==> config.mk <==
export PLATFORM = sky130hd
export DESIGN_NAME = running_max
export DESIGN_NICKNAME = d
export VERILOG_FILES = /design/src/rtl/running_max.sv
export SDC_FILE = /design/constraint.sdc
export NUM_CORES = 1
export LEC_CHECK = 0
export CAP_MARGIN = 30
export CORE_ASPECT_RATIO = 0.5
export CORE_MARGIN = 8
export CORE_UTILIZATION = 45
export CTS_CLUSTER_SIZE = 20
export DETAILED_ROUTE_END_ITERATION = 8
export GPL_TIMING_DRIVEN = 0
export HOLD_SLACK_MARGIN = 0.02
export PLACE_DENSITY = 0.78
export SETUP_SLACK_MARGIN = 0.05
export SKIP_LAST_GASP = 1
export SLEW_MARGIN = 20
export SYNTH_ARGS = -nofsm -noshare
export SYNTH_HDL_FRONTEND = slang
export SYNTH_SLANG_ARGS = --single-unit
==> constraint.sdc <==
create_clock -name clk -period 2.77 [get_ports clk]
set_input_delay 0.554 -clock clk [delete_from_list [all_inputs] [get_ports clk]]
set_output_delay 0.554 -clock clk [all_outputs]
set_load 0.03 [all_outputs]
==> src/rtl/running_max.sv <==
// Streaming running-maximum tracker.
// Holds the largest sample accepted since reset or clear, with a flag that
// says whether any sample has been accepted yet and a pulse when the held
// maximum changes. All outputs are registered.
module running_max #(
  parameter int unsigned WIDTH  = 32,
  // 0: unsigned magnitude compare, 1: two's-complement compare
  parameter bit          SIGNED = 1'b0
) (
  input  logic             clk,
  input  logic             rst,      // synchronous, active-low
  input  logic             en,
  input  logic             clr,
  input  logic [WIDTH-1:0] x,
  output logic [WIDTH-1:0] y,
  output logic             y_valid,
  output logic             upd
);

  logic [WIDTH-1:0] y_d, y_q;
  logic             valid_d, valid_q;
  logic             upd_d, upd_q;
  logic             x_gt_y;

  // Strict greater-than in the selected number representation.
  always_comb begin
    if (SIGNED) begin
      x_gt_y = $signed(x) > $signed(y_q);
    end else begin
      x_gt_y = x > y_q;
    end
  end

  // Next state: clear beats enable; x is only consulted when en is high.
  always_comb begin
    y_d     = y_q;
    valid_d = valid_q;
    upd_d   = 1'b0;
    if (clr) begin
      y_d     = '0;
      valid_d = 1'b0;
    end else if (en) begin
      if (!valid_q) begin
        // First sample always loads, whatever its value.
        y_d     = x;
        valid_d = 1'b1;
        upd_d   = 1'b1;
      end else if (x_gt_y) begin
        y_d   = x;
        upd_d = 1'b1;
      end
    end
  end

  // State registers with synchronous active-low reset overriding everything.
  always_ff @(posedge clk) begin
    if (!rst) begin
      y_q     <= '0;
      valid_q <= 1'b0;
      upd_q   <= 1'b0;
    end else begin
      y_q     <= y_d;
      valid_q <= valid_d;
      upd_q   <= upd_d;
    end
  end

  assign y       = y_q;
  assign y_valid = valid_q;
  assign upd     = upd_q;

endmodule

==> flow_metrics.py <==
metrics = {
    "final_layout": {
        "drive_gt1_frac": 0.1333,
        "fin_nets": 413,
        "fillers": 350,
        "areaGrowthSynthToFinish_pct": 56.90,
        "fin_util": 0.7121,
        "antenna_cells": 0,
    },
    "route": {
        "ant_nets": 0,
        "via_per_inst": 5.067,
        "remaining_drc_errors": 0,
        "vias": 2103,
        "drtIter0Drc": 67,
        "wirelength_um": 6315,
        "wire_per_inst_um": 15.22,
        "drtPass1Iterations": 4,
    },
    "worst_setup_path": {
        "cp-start-kind": "input port",
        "path_buf_inv": 5,
        "rr_worst_depth": 11,
        "r2r_setup_slack_ns": 0.13,
        "crit_path_end_kind": "flip-flop",
        "cpMostUsedCell": "buf_4",
        "cp_top_family": "buffers and inverters",
        "worstPathRequired_ns": 2.99,
        "crit_chain": "clkdlybuf4s50_1 -> ha_1 -> nand2_2 -> nor4_4 -> buf_4 -> a221oi_2 -> nand4b_1 -> a32oi_4 -> buf_6 -> buf_4 -> buf_8 -> mux2i_4",
        "slowest_delay_ns": 0.48,
        "timing.rr.end": "y[28]$_SDFFE_PP0P_",
        "cp.arrival_ns": 2.90,
        "critPathKind": "in -> reg",
        "slowest_stage": "clkdlybuf4s50_1",
        "cp_max_fo": 5,
        "r2r-start": "y[19]$_SDFFE_PP0P_",
        "crit_path_start": "x[20]",
    },
    "clocking": {
        "cts.clk_slew.worst_paths_ns": 0.07,
        "clk_path_buf_depth": 2,
        "root_buffer": "clkbuf_8",
        "h-tree-depth": 2,
        "cts_tree": "done",
        "hold_buffers": 0,
        "clkSinkCount": 34,
        "clock_latency_ns": 0.29,
        "numCtsBuffers": 5,
    },
    "hold_path": {
        "hp-class": "reg -> reg",
        "hold_end": "y[8]$_SDFFE_PP0P_",
        "min_path_cells": 2,
        "hold_start": "y[8]$_SDFFE_PP0P_",
    },
    "sta": {
        "finalSetupViolations": 0,
        "fin_crit_sh": 0.9663,
        "hold_viol_final": 0,
        "layout_min_cycle_time_ns": 2.677,
        "fmax_ghz": 0.3736,
        "whs_ns": 0.4764,
        "rsz0062_at_grt": "no",
        "slew_headroom": 0.6657,
        "finalMaxSlewViolations": 0,
        "clock-skew-final_ns": 0.002198,
        "worst_pin_slew_ns": 0.5014,
    },
    "yosys": {
        "synth-async-reset-ratio": 0,
        "synth-seq-cells": 34,
        "synth_most_common_cell": "nand2_1",
        "synth-seq-area-share": 0.3126,
        "muxShareOfSynthArea": 0.1471,
        "synth_edf_count": 0,
        "ys_top_cells_by_count": "nand2_1 (71), dfxtp_1 (34), inv_1 (33)",
        "synth-compound-area-share": 0.08506,
        "synthSimpleGateAreaFrac": 0.1816,
        "synthCells": 257,
        "synth_top_flop_cell": "dfxtp_1",
        "post-synth-top-area-cell": "dfxtp_1",
        "synth_top_family_by_area": "adder cells",
        "synth_fp_nets": 325,
        "synthXorXnorAreaFrac": 0,
        "syn_avg_cell_area_sq_um": 8.471,
        "synth.top_cells.by_area": "dfxtp_1 (31%), ha_1 (18%), mux2i_1 (15%)",
        "synth_top_area_share": 0.3126,
        "yosysWarnings": 0,
        "yosysUniqueCellTypes": 28,
        "synth_fa_ha_area_frac": 0.1839,
        "syn_area_sq_mm": 0.002177,
    },
    "pwr": {
        "power_density_mw_per_mm2": 361.0,
        "ir_drop_v": 0.0001826,
        "p_leak_uw": 0.001483,
    },
    "floorplan": {
        "io_pins": 70,
        "rows": 18,
        "dieArea_sq_mm": 0.007455,
        "initial_core_util": 0.4538,
        "die_y_um": 65.19,
        "core_sq_mm": 0.004797,
        "die_w_um": 114.4,
    },
    "grt": {
        "gr-total-overflow": 0,
        "grt_pass1_vias": 2203,
        "grt_pass1_wl_um": 10100,
        "grt_max_degree": 11,
        "antenna_found_initial": 0,
        "track_usage": 0.1671,
    },
    "placed_design": {
        "dpl.hpwl_um": 4416,
        "gp_congestion": 0.7512,
        "io_buffers": 69,
    },
    "outcome": {
        "status": "complete, no violations",
    },
    "run": {
        "drv_cap": 0,
    },
}
==> layout make-up <==
| class | instances | area, sq um | area share |
|---|---|---|---|
| buffer | 10 | 81.33 | 0.02381 |
| clock buffer | 7 | 76.32 | 0.02234 |
| inverter | 33 | 123.9 | 0.03626 |
| multi-input combinational | 180 | 1506 | 0.4410 |
| sequential | 34 | 680.7 | 0.1993 |
| tap | 70 | 87.58 | 0.02564 |
| timing repair buffer | 81 | 859.6 | 0.2516 |
==> state kept, by name, indices dropped and copies added, names as in the netlist <==
signal / flops
upd: 1
y: 32
y_valid: 1
==> per-layer routing <==
metal	vias to the layer above	wire [um]	track usage
met5	-	0	0
met4	0	62	0.05419
met3	7	255	0.04022
met2	39	3480	0.3358
met1	1021	2517	0.1683
li1	1036	-	-
==> through the flow <==
step	power, uW	setup TNS (ns)	instances	instance area [sq um]	setup slack, ns
6_report	1233	0	415	3416	0.09334
5_1_grt	1293	0	415	3416	0.03735
4_1_cts	1210	0	410	3226	0.05030
3_5_place_dp	825.5	-15.31	396	2955	-0.5124
3_3_place_gp	817.2	-14.62	396	2955	-0.4685
2_1_floorplan	698.0	0	257	2177	0.1757
==> placed cells by master (no fill, tap or decap), types with 3 or more instances in the layout <==
cell / count
a21oi_1: 9
buf_4: 8
clkbuf_1: 9
clkbuf_8: 5
clkdlybuf4s15_1: 4
clkdlybuf4s50_1: 44
dfxtp_1: 34
dlygate4sd2_1: 3
dlymetal6s2s_1: 16
ha_1: 20
ha_4: 11
inv_1: 33
mux2i_1: 31
nand2_1: 68
nand2_2: 3
nand4_1: 5
nor2b_1: 3
o21a_1: 3
==> worst register-to-register path, stage by stage (launching register included) <==
cell and delay [ns]:
dfxtp_1 0.38, inv_1 0.07, ha_1 0.28, and2_4 0.16, a221o_1 0.31, a221oi_2 0.26, nand4b_1 0.22, a32oi_4 0.30
buf_6 0.13, buf_4 0.10, buf_8 0.12, mux2i_4 0.23
==> kinds of logic (layout without fill, tap and decap cells) <==
logic type,Yosys count,in the layout
simple gates,91,91
fa+ha+maj,32,32
flops,34,34
mux,32,32
buf+inv,43,131
compound gates,25,25
==> worst max-delay path by stage <==
stage                                     to  slack (ns)  cells after the start
after floorplan            y[0]$_SDFFE_PP0P_        0.18                      9
after global placement    y[27]$_SDFFE_PP0P_       -0.47                      9
after detailed placement  y[20]$_SDFFE_PP0P_       -0.51                      9
after CTS                 y[15]$_SDFFE_PP0P_        0.05                     10
after global routing      y[28]$_SDFFE_PP0P_        0.04                     11
final                     y[28]$_SDFFE_PP0P_        0.09                     12
==> where the power goes <==
part,switching [uW],internal (uW)
clock network,183,173
registers,13.1,506
logic,174,183
==> what timing repair did <==
| item | in CTS | in global routing |
|---|---|---|
| gates resized for setup | 22 | 43 |
| gates cloned | 2 | 0 |
| pin swaps | 15 | 24 |
| setup endpoints to repair | 32 | 32 |
| setup buffers | 5 | 5 |
Note: power is estimated with default switching activity, not from simulation.
